**config.mk**
```make
export PLATFORM = sky130hd
export DESIGN_NAME = bios_ram_arbiter
export DESIGN_NICKNAME = d
export VERILOG_FILES = /design/src/rtl/bios_mem_pkg.sv /design/src/rtl/rr_arb2.sv /design/src/rtl/bios_ram_arbiter.sv
export SDC_FILE = /design/constraint.sdc
export NUM_CORES = 1
export LEC_CHECK = 0
export CAP_MARGIN = 15
export CORE_MARGIN = 1
export CORE_UTILIZATION = 33
export CTS_BUF_LIST = sky130_fd_sc_hd__clkbuf_8
export DETAILED_ROUTE_END_ITERATION = 12
export PLACE_DENSITY = 0.93
export SYNTH_ARGS = -nofsm -noshare
export SYNTH_HDL_FRONTEND = slang
export SYNTH_SLANG_ARGS = --single-unit
```
**constraint.sdc**
```tcl
create_clock -name clk -period 2.2 [get_ports clk]
set_clock_uncertainty 0.1 [all_clocks]
set_input_delay 0.33 -clock clk [delete_from_list [all_inputs] [get_ports clk]]
set_output_delay 0.33 -clock clk [all_outputs]
set_load 0.02 [all_outputs]
```
**src/rtl/bios_mem_pkg.sv**
```systemverilog
// Shared constants and types for the BIOS RAM arbiter slice.
package bios_mem_pkg;

  localparam int MEM_WORDS_DEF = 128;

  localparam logic PORT_I = 1'b0;
  localparam logic PORT_D = 1'b1;

  typedef enum logic [1:0] {
    S_IDLE  = 2'd0,
    S_ISSUE = 2'd1,
    S_RESP  = 2'd2
  } state_e;

endpackage

```
**src/rtl/rr_arb2.sv**
```systemverilog
// Two-way round-robin grant; last_grant moves to the winner
// whenever a grant is taken.
module rr_arb2
  import bios_mem_pkg::*;
(
  input  logic clk,
  input  logic rst,
  input  logic req_i,
  input  logic req_d,
  input  logic take,
  output logic gnt
);

  logic last_q, last_d;

  always_comb begin
    gnt = PORT_D;
    if (req_i && req_d)
      gnt = (last_q == PORT_D) ? PORT_I : PORT_D;
    else if (req_i)
      gnt = PORT_I;
    last_d = take ? gnt : last_q;
  end

  always_ff @(posedge clk or posedge rst) begin
    if (rst) last_q <= PORT_D;
    else     last_q <= last_d;
  end

endmodule

```
**src/rtl/bios_ram_arbiter.sv**
```systemverilog
// Arbitrates an instruction-fetch port and a data port onto one
// external single-port BIOS RAM: IDLE -> ISSUE -> RESP per access.
module bios_ram_arbiter
  import bios_mem_pkg::*;
#(
  parameter int MEM_WORDS = MEM_WORDS_DEF,
  parameter int ADDR_W    = 20
) (
  input  logic              clk,
  input  logic              rst,
  input  logic              i_req,
  input  logic [ADDR_W-1:0] i_addr,
  output logic              i_ack,
  output logic [31:0]       i_rdata,
  input  logic              d_req,
  input  logic              d_we,
  input  logic [ADDR_W-1:0] d_addr,
  input  logic [31:0]       d_wdata,
  output logic              d_ack,
  output logic [31:0]       d_rdata,
  output logic              d_err,
  output logic [ADDR_W-1:0] ram_addr,
  output logic [31:0]       ram_din,
  output logic              ram_we,
  input  logic [47:0]       ram_dout
);

  localparam logic [ADDR_W-1:0] LIMIT = ADDR_W'(MEM_WORDS);

  state_e            state_q, state_d;
  logic              owner_q, owner_d;
  logic              wr_q, wr_d;
  logic              oor_q, oor_d;
  logic [ADDR_W-1:0] ram_addr_q, ram_addr_d;
  logic [31:0]       ram_din_q, ram_din_d;
  logic              ram_we_q, ram_we_d;

  logic gnt;
  logic take;
  logic resp;
  logic rd_ok;
  logic [15:0] unused_dout_hi;

  assign take = (state_q == S_IDLE) && (i_req || d_req);

  rr_arb2 u_arb (
    .clk   (clk),
    .rst   (rst),
    .req_i (i_req),
    .req_d (d_req),
    .take  (take),
    .gnt   (gnt)
  );

  always_comb begin
    state_d    = state_q;
    owner_d    = owner_q;
    wr_d       = wr_q;
    oor_d      = oor_q;
    ram_addr_d = ram_addr_q;
    ram_din_d  = ram_din_q;
    ram_we_d   = 1'b0;
    unique case (state_q)
      S_IDLE: begin
        if (take) begin
          owner_d = gnt;
          if (gnt == PORT_D) begin
            ram_addr_d = d_addr;
            ram_din_d  = d_wdata;
            wr_d       = d_we;
            oor_d      = (d_addr >= LIMIT);
          end else begin
            ram_addr_d = i_addr;
            ram_din_d  = '0;
            wr_d       = 1'b0;
            oor_d      = (i_addr >= LIMIT);
          end
          // Write strobe is live for the whole ISSUE cycle.
          ram_we_d = wr_d && !oor_d;
          state_d  = S_ISSUE;
        end
      end
      S_ISSUE: state_d = S_RESP;
      S_RESP:  state_d = S_IDLE;
      default: state_d = S_IDLE;
    endcase
  end

  always_ff @(posedge clk or posedge rst) begin
    if (rst) begin
      state_q    <= S_IDLE;
      owner_q    <= PORT_D;
      wr_q       <= 1'b0;
      oor_q      <= 1'b0;
      ram_addr_q <= '0;
      ram_din_q  <= '0;
      ram_we_q   <= 1'b0;
    end else begin
      state_q    <= state_d;
      owner_q    <= owner_d;
      wr_q       <= wr_d;
      oor_q      <= oor_d;
      ram_addr_q <= ram_addr_d;
      ram_din_q  <= ram_din_d;
      ram_we_q   <= ram_we_d;
    end
  end

  assign resp  = (state_q == S_RESP);
  assign i_ack = resp && (owner_q == PORT_I);
  assign d_ack = resp && (owner_q == PORT_D);
  assign d_err = d_ack && oor_q;

  // Gate the RAM bus so a Z after a write never leaks out.
  assign rd_ok   = resp && !wr_q && !oor_q;
  assign i_rdata = (rd_ok && owner_q == PORT_I) ? ram_dout[31:0] : 32'h0;
  assign d_rdata = (rd_ok && owner_q == PORT_D) ? ram_dout[31:0] : 32'h0;

  assign unused_dout_hi = ram_dout[47:32];

  assign ram_addr = ram_addr_q;
  assign ram_din  = ram_din_q;
  assign ram_we   = ram_we_q;

endmodule

```
# Word level (Yosys, flattened, before mapping)
# Cells that the tools add are included.
[op_classes]
muxes = 17
n_reduce_logical = 16
eq_ne = 3
n_bitwise = 1
order_cmp = 2
[op_table]
columns = ["operator", "n"]
rows = [
  ["$mux 32", 3],
  ["$ge 20x8->1 const B", 2],
  ["$mux 20", 1],
  ["$mux 1", 11],
  ["$logic_and 1x1->1", 10],
  ["$pmux 2 s2", 1],
  ["$logic_not 1->1", 3],
  ["$eq 2x1->1 const B", 1],
  ["$eq 2x2->1 const B", 1],
  ["$logic_not 2->1", 1],
  ["$mux 2", 1],
  ["$ne 2x1->1 const B", 1],
  ["$reduce_and 2->1", 1],
  ["$logic_or 1x1->1", 1],
  ["$not 1->1", 1],
]
[totals]
in_bits = 125
wordCells = 47
ff_bits = 59
out_inout_bits = 120

# Depth between registers and ports, before layout
# Gate-level depths: netlist (run 1).
[logic_depth]
depth_word = 9
ltp_mapped = 4
mapped_depth_nobuf = 3

# By module
# Synthesis (run 1) repeated with hierarchy kept, for this count alone.
[hier_totals]
hier_cells = 324
hier_area_um2 = 3350.7
[modules_own_cells]
columns = ["module", "n_inst", "cells_each", "seq_area_each_um2", "area_each_um2"]
rows = [
  ["bios_ram_arbiter", 1, 318, 1452.6, 3293.2],
  ["rr_arb2", 1, 6, 26.3, 57.6],
]

# Least setup slack after synthesis (run 1)
# No wires, ideal clock.
[synth_timing]
path_kind = "register -> output"
start = "reg owner_q"
end = "out d_rdata[10]"
arrival_time_ns = 1.572
path_stages_with_launch = 5
slack_ns = 0.198
path_buffers = 1
cell_sequence = "dfstp_2 and3b_1 nor3b_2 clkbuf_2 and2_1"
[synth_via]
elab_chain_cells = 2
[synth_lines]
columns = ["item", "line", "source"]
rows = [
  ["start, declared", "bios_ram_arbiter.sv:31", "logic owner_q, owner_d;"],
  ["start signal, assigned", "bios_ram_arbiter.sv:100", "owner_q <= owner_d;"],
  ["$logic_and 1x1->1", "bios_ram_arbiter.sv:117", "assign d_rdata = (rd_ok && owner_q == PORT_D) ? ram_dout[31:0] : 32'h0;"],
  ["$mux 32", "bios_ram_arbiter.sv:117", ""],
  ["end, declared", "bios_ram_arbiter.sv:20", "output logic [31:0] d_rdata,"],
]
# No other way between the ends.

# Worst setup path after layout (run 1)
[layout_timing]
start = "reg owner_q"
end = "out d_rdata[8]"
# The elaborated chain is that of the path after synthesis.

==> impl_results.md, run 1 <==
- Status: finished, violations left
- Failing checks: setup timing
- Hold Vio Cnt, Final: 0
- Main combinational cell family by area after synthesis: compound AO/OA/AOI/OAI gates
- Crit-path slowest cell: dfstp_2
- RSZ-0062 raised after global routing: yes
- Final #Nets: 611
- Vias per cell: 5.10
- Compound-Gate Fraction of Synth Area: 24.7%
- CTS tree: yes
- Period Utilization, post-route: 102%
- Met3 routed WL: 990 um
- Drt first pass iters: 4
- Commonest non-fill, non-tap cell in the layout: clkdlybuf4s50_1
- Reg area: 0.00145 mm2
- Hold WC Path Type: in2async
- Final setup vio count: 33
- Routed WL: 10,600 um
- Worst Reg-to-Reg Cells: 4
- Area Overhead vs Synth: 95.6%
- CP Launch Type: register
- Worst path most repeated cell: buf_4
- R2R Path End: ram_addr[19]
- Global-route wire length before repair: 15,100 um
- Pin count of the biggest net entering global routing: 38
- Crit path cell chain: and3b_1 > nor3b_4 > buf_4 > buf_6 > and2_1 > buf_4
- Multi-input gate area: 0.00129 mm2
- Hpwl dp: 7680 um
- Max Slew Vio Count: 0
- Initial antenna violation count: 0
- DR top layer: met4
- IO Count: 245
- GRT overflow: 0
- WP data required: 1.77 ns
- Critical Path Fanout Max: 8
- # rows: 33
- Antenna cells: 0
- Worst setup path start: owner_q
- Leakage power: 0.00253 uW
- CTS Sinks: 58
- Mux contribution to synthesized area: 0%
- DIE HEIGHT: 94.7 um
- Met1 wire length: 3630 um
- Ys Warns: 0
- Crit end category: output pin
- Post-synth EDFFs: 0
- F_max: 0.444 GHz
- Hold slack final: 0.301 ns
- Register area share after synthesis: 51.3%
- Gpl congestion: 0.841
- Die Area: 0.00896 mm2
- Initial core utilization: 34.3%
- Simple-gate share of the synthesized area: 19.2%
- Top_reg_cell synth: dfrtp_1
- Slowest stage delay, CP: 0.55 ns
- Drt wl/cell: 17.8 um
- Die width: 94.7 um
- Worst skew pair latency: 0.32 ns
- Worst Setup EP: d_rdata[8]
- Cells after DPL: 573
- Adder-cell share of the synthesized area: 0%
- Num CTS Buffers: 9
- Clock transition at the registers of the reported paths: 0.07 ns
- Synthesized cell area: 0.00283 mm2
- DRC viols: 0
- R2R setup slack: 0.20 ns
- Synthesized instance count: 246
- Post-CTS Hold Fix Bufs: 0
- Most frequent cells in the layout: clkdlybuf4s50_1 (161), dfrtp_1 (57), and2_1 (50), a22o_1 (33), buf_4 (31)
- Non-Filler Instances: 596
- Initial DRC Count: 162
- Syn nets: 371
- Worst path arrival time: 1.82 ns
- Vias after detailed routing: 3,038
- Rel. slew slack: 43.3%
- Metal2 WL: 5750 um
- CTS Root Cell: clkbuf_8
- Post-Synth XOR/XNOR Area: 0%
- CP Class: reg2out
- Flops & latches, synth: 58
- Antenna-violating nets left: 0
- Core Region: 0.00826 mm2
- Worst VDD drop: 0.758 mV
- H-tree Lvls: 3
- Number of global-route vias before repair: 2,970
- Worst setup margin: -0.0503 ns
- Synth Area per Inst: 11.5 um2
- PortBufs: 228
- Measured slew at the worst slew-check pin: 0.850 ns
- GR Util All Layers: 22.4%
- Number of different library cells in the post-synthesis netlist: 28
- Fill cell count: 629
- Max cap viols: 0
- Clock Path Buffers: 2
- Cell Pwr Density: 1240 mW/mm2
- Share of cells above drive strength 1: 25.3%
- Final min period: 2.25 ns
- Async SR Flop Fraction: 100%
- Reg-to-Reg Start: owner_q
[per-layer routing]
| metal | track usage [%] | vias up |
|---|---|---|
| li1 | - | 1386 |
| met4 | 10.9 | 0 |
| met1 | 23.5 | 1462 |
| met5 | 0 | - |
| met2 | 41.0 | 167 |
| met3 | 5.96 | 23 |
[registers in the layout, indices dropped and copies added, names as in the netlist]
name and flops:
ram_din 32, ram_addr 20, state_q 2, oor_q 1
owner_q 1, ram_we 1, wr_q 1
[cell usage after synthesis (all sizes together) (2+ instances only)]
cell type | instances | area (um2)
clkbuf | 11 | 45.0
a21boi | 21 | 158
a2111oi | 2 | 36.3
nor4 | 4 | 25.0
dfrtp | 57 | 1430
a22o | 33 | 289
nor3 | 2 | 10.0
nand4 | 2 | 12.5
a221o | 21 | 211
nor2 | 4 | 15.0
buf | 9 | 76.3
nor3b | 3 | 37.5
and2 | 65 | 407
inv | 4 | 15.0
[power breakdown]
part           internal, uW  switching (uW)  total [uW]
Sequential             1610             335        1940
Clock                   811             415        1230
Combinational          1930            1800        3730
Total                  4350            2550        6900
[worst min path at each step]
stage / start / end / slack [ns] / cells past startpoint
2_1_floorplan: i_req / ram_we / 0.34 / 1
3_3_place_gp: ram_din[25] / ram_din[25] / 0.39 / 1
3_5_place_dp: ram_din[3] / ram_din[3] / 0.39 / 1
4_1_cts: rst / ram_din[19] / 0.31 / 2
5_1_grt: rst / ram_din[19] / 0.36 / 2
6_report: rst / ram_din[21] / 0.30 / 2
[kinds of logic after synthesis]
kind of cell / count (synthesis)
and+or+nand+nor: 86
AOI/OAI and AO/OA: 78
DFF: 58
buffers and inverters: 24
[through the flow]
step	util [%]	cell area (um2)	setup slack [ns]	TNS (ns)	total power (uW)
final	67.1	5540	-0.0503	-0.981	6900
after CTS	64.8	5350	-0.0201	-0.0201	6840
after detailed placement	64.1	5290	-0.112	-3.72	5600
after floorplan	-	2830	0.198	0	3780
after global routing	67.1	5540	-0.139	-6.25	7230
after global placement	64.1	5290	-0.0818	-2.16	5500
[critical path, delay by kind of cell (launching register included)]
kind                   cells  cell delay, ns
buffers and inverters      3            0.42
DFF                        1            0.55
and+or+nand+nor            3            0.51
[layout make-up]
| type | instances | area share, % |
|---|---|---|
| clock buffer | 11 | 2.73 |
| clock inverter | 5 | 1.83 |
| inverter | 4 | 0.271 |
| multi-input combinational | 164 | 23.3 |
| sequential | 58 | 26.2 |
| tap | 105 | 2.37 |
| timing repair buffer | 249 | 43.2 |
[what timing repair did]
item | CTS | global route
gates resized for setup | 290 | 51
pin swaps | 0 | 2
setup endpoints to repair | 65 | 64
cloned | 1 | 2
setup buffers | 3 | 2
No activity file was read; power rests on OpenSTA's default activity.
==> run 2: changes to the inputs <==
--- a/config.mk
+++ b/config.mk
@@ -9,8 +9,10 @@
 export CORE_MARGIN = 1
 export CORE_UTILIZATION = 33
 export CTS_BUF_LIST = sky130_fd_sc_hd__clkbuf_8
+export CTS_CLUSTER_SIZE = 40
 export DETAILED_ROUTE_END_ITERATION = 12
 export PLACE_DENSITY = 0.93
+export SLEW_MARGIN = 20
 export SYNTH_ARGS = -nofsm -noshare
 export SYNTH_HDL_FRONTEND = slang
 export SYNTH_SLANG_ARGS = --single-unit
==> results of run 2 <==
Same layout as run 1: the final DEF is identical, and so are final timing and power.
==> run 3: changes to the inputs <==
--- a/config.mk
+++ b/config.mk
@@ -6,12 +6,12 @@
 export NUM_CORES = 1
 export LEC_CHECK = 0
 export CAP_MARGIN = 15
-export CORE_MARGIN = 1
+export CORE_MARGIN = 2
 export CORE_UTILIZATION = 33
 export CTS_BUF_LIST = sky130_fd_sc_hd__clkbuf_8
 export CTS_CLUSTER_SIZE = 40
 export DETAILED_ROUTE_END_ITERATION = 12
-export PLACE_DENSITY = 0.93
+export PLACE_DENSITY = 0.8
 export SLEW_MARGIN = 20
 export SYNTH_ARGS = -nofsm -noshare
 export SYNTH_HDL_FRONTEND = slang
==> impl_results.md, run 3 (synthesis gave the netlist of run 1 again) <==
- Status: finished, violations left (unchanged)
- Failing checks: setup timing (unchanged)
- Clock transition at the registers of the reported paths: 0.08 ns (was 0.07 ns)
- CTS Root Cell: clkbuf_8 (unchanged)
- Final #Nets: 617 (was 611)
- Rel. slew slack: 62.8% (was 43.3%)
- Num CTS Buffers: 9 (unchanged)
- RSZ-0062 raised after global routing: yes (unchanged)
- Final min period: 2.25 ns (about the same)
- Antenna-violating nets left: 0 (unchanged)
- Switching Fraction: 39.1% (was 37.0%)
- Multi-input gate area: 0.00136 mm2 (was 0.00129 mm2)
- H-tree Lvls: 3 (unchanged)
- DIE HEIGHT: 96.7 um (was 94.7 um)
- Number of global-route vias before repair: 3,178 (was 2,970)
- GR Util All Layers: 21.6% (was 22.4%)
- WP data required: 1.77 ns (about the same)
- Global-route wire length before repair: 16,100 um (was 15,100 um)
- Reg-to-Reg Start: state_q[0] (was owner_q)
- Hold Vio Cnt, Final: 0 (unchanged)
- Initial antenna violation count: 0 (unchanged)
- Seq pwr share: 29.1% (was 28.1%)
- R2R Path End: ram_din[4] (was ram_addr[19])
- Internal Power: 4070 uW (was 4350 uW)
- Die width: 96.7 um (was 94.7 um)
- Critical Path Fanout Max: 8 (unchanged)
- Final setup vio count: 32 (was 33)
- Clock Path Buffers: 2 (unchanged)
- Antenna cells: 0 (unchanged)
- Core Region: 0.00826 mm2 (unchanged)
- Period Utilization, post-route: 102% (about the same)
- Initial DRC Count: 129 (was 162)
- Crit path cell chain: and3b_1 > nor3b_4 > buf_6 > buf_6 > and2_1 > buf_6 (was and3b_1 > nor3b_4 > buf_4 > buf_6 > and2_1 > buf_4)
- F_max: 0.444 GHz (about the same)
- IO Count: 245 (unchanged)
- Max Slew Vio Count: 0 (unchanged)
- Crit end category: output pin (unchanged)
- Clk pwr share: 13.8% (was 17.8%)
- GRT overflow: 0 (unchanged)
- Fill cell count: 621 (was 629)
- Largest delay share family, worst path: simple AND/OR/NAND/NOR gates (was flip-flops)
- Commonest non-fill, non-tap cell in the layout: clkdlybuf4s50_1 (unchanged)
- R2R setup slack: 0.47 ns (was 0.20 ns)
- Worst VDD drop: 0.784 mV (was 0.758 mV)
- Vias per cell: 4.94 (was 5.10)
- Worst path arrival time: 1.82 ns (about the same)
- Worst path most repeated cell: buf_6 (was buf_4)
- # rows: 33 (unchanged)
- CTS tree: yes (unchanged)
- Routed WL: 10,500 um (was 10,600 um)
- CP Launch Type: register (unchanged)
- Hold WC Path Type: in2async (unchanged)
- Worst setup margin: -0.0527 ns (was -0.0503 ns)
- Measured slew at the worst slew-check pin: 0.558 ns (was 0.850 ns)
- CTS Sinks: 58 (unchanged)
- Slowest stage delay, CP: 0.55 ns (about the same)
- Comb power frac: 57.2% (was 54.1%)
- Total Negative Setup Slacks: -1.18 ns (was -0.981 ns)
- Pin count of the biggest net entering global routing: 38 (unchanged)
- Most frequent cells in the layout: clkdlybuf4s50_1 (161), dfrtp_1 (57), buf_6 (55), and2_4 (40), a22o_1 (33) (was clkdlybuf4s50_1 (161), dfrtp_1 (57), and2_1 (50), a22o_1 (33), buf_4 (31))
- Drt first pass iters: 6 (was 4)
- PortBufs: 228 (unchanged)
- Post-CTS Hold Fix Bufs: 0 (unchanged)
- Number of flip-flops in the largest register: 32 (unchanged)
- Leakage power: 0.00257 uW (was 0.00253 uW)
- Post-Route Utilization: 69.0% (was 67.1%)
- Max cap viols: 0 (unchanged)
- Final Total Pwr: 6690 uW (was 6900 uW)
- Die Area: 0.00934 mm2 (was 0.00896 mm2)
- Gpl congestion: 0.906 (was 0.841)
- Worst skew pair latency: 0.33 ns (was 0.32 ns)
- CP Class: reg2out (unchanged)
- Hold slack final: 0.263 ns (was 0.301 ns)
- Hpwl dp: 7710 um (was 7680 um)
- Switch Pwr: 2620 uW (was 2550 uW)
- Cell Pwr Density: 1170 mW/mm2 (was 1240 mW/mm2)
- Vias after detailed routing: 2,976 (was 3,038)
- Reg area: 0.00145 mm2 (unchanged)
- DRC viols: 0 (unchanged)
- Area Overhead vs Synth: 101% (was 95.6%)
- Drt wl/cell: 17.4 um (was 17.8 um)
- Worst Reg-to-Reg Cells: 6 (was 4)
- Share of cells above drive strength 1: 31.6% (was 25.3%)
- Crit-path slowest cell: dfstp_2 (unchanged)
- Initial core utilization: 34.3% (unchanged)
- Buffer and inverter count on the worst path: 3 (unchanged)
==> run 3: cell types whose count changed in the layout (fill, tap and decap cells not counted), sizes merged <==
cell and delta:
inv +2, buf +6, bufinv -3, dlygate4sd2 -1, clkinvlp +2
==> run 3: layout make-up <==
class / count / area share, %
Multi-Input combinational cell: 164 / 23.8
Sequential cell: 58 / 25.5
Clock buffer: 10 / 2.41
Inverter: 4 / 0.263
Clock inverter: 6 / 0.856
Tap cell: 105 / 2.30
Timing Repair Buffer: 255 / 44.9
==> run 3: repair_timing <==
action | 4_1_cts | 5_1_grt
cloned | 1 | 3
resized for setup | 291 | 119
pin swaps | 0 | 26
setup endpoints to repair | 66 | 64
setup buffers | 2 | 4
endpoints found under the hold margin | 0 | 0
==> run 3: worst reg2reg max path: stages, from the launching register on <==
cell	delay [ns]
dfrtp_1	0.41
buf_4	0.16
nor2_1	0.13
buf_4	0.25
nand2_1	0.14
buf_12	0.19
a22o_1	0.26
==> run 3: how the worst max path moves through the flow <==
stage,from,to,slack [ns],cells past startpoint
final,owner_q,d_rdata[31],-0.05,6
after global routing,owner_q,d_rdata[31],-0.15,6
after CTS,owner_q,d_rdata[24],-0.03,5
after detailed placement,owner_q,d_rdata[24],-0.11,5
after global placement,owner_q,d_rdata[18],-0.09,5
after floorplan,owner_q,d_rdata[10],0.20,4
==> run 3: metal layers <==
| metal | part of all wire, % | vias to the layer above | track usage (%) |
|---|---|---|---|
| li1 | - | 1398 | - |
| met1 | 37 | 1390 | 22.9 |
| met2 | 53 | 171 | 39.2 |
| met3 | 8.1 | 17 | 8.16 |
| met4 | 2.1 | 0 | 6.93 |
| met5 | 0 | - | 0 |
==> run 3: stage by stage <==
| stage | instances | instance area (um2) | worst slack, ns |
|---|---|---|---|
| 2_1_floorplan | 246 | 2830 | 0.198 |
| 4_1_cts | 596 | 5310 | -0.0316 |
| 3_3_place_gp | 577 | 5310 | -0.0897 |
| 5_1_grt | 602 | 5700 | -0.150 |
| 3_5_place_dp | 577 | 5310 | -0.109 |
| 6_report | 602 | 5700 | -0.0527 |
==> run 3: power groups by stage <==
stage | logic, uW | registers, uW | clock network [uW]
final | 3820 | 1940 | 922
after global routing | 4050 | 2010 | 992
after CTS | 3670 | 1950 | 942
after detailed placement | 3690 | 1920 | 0
after global placement | 3620 | 1920 | 0
after floorplan | 1280 | 2510 | 0
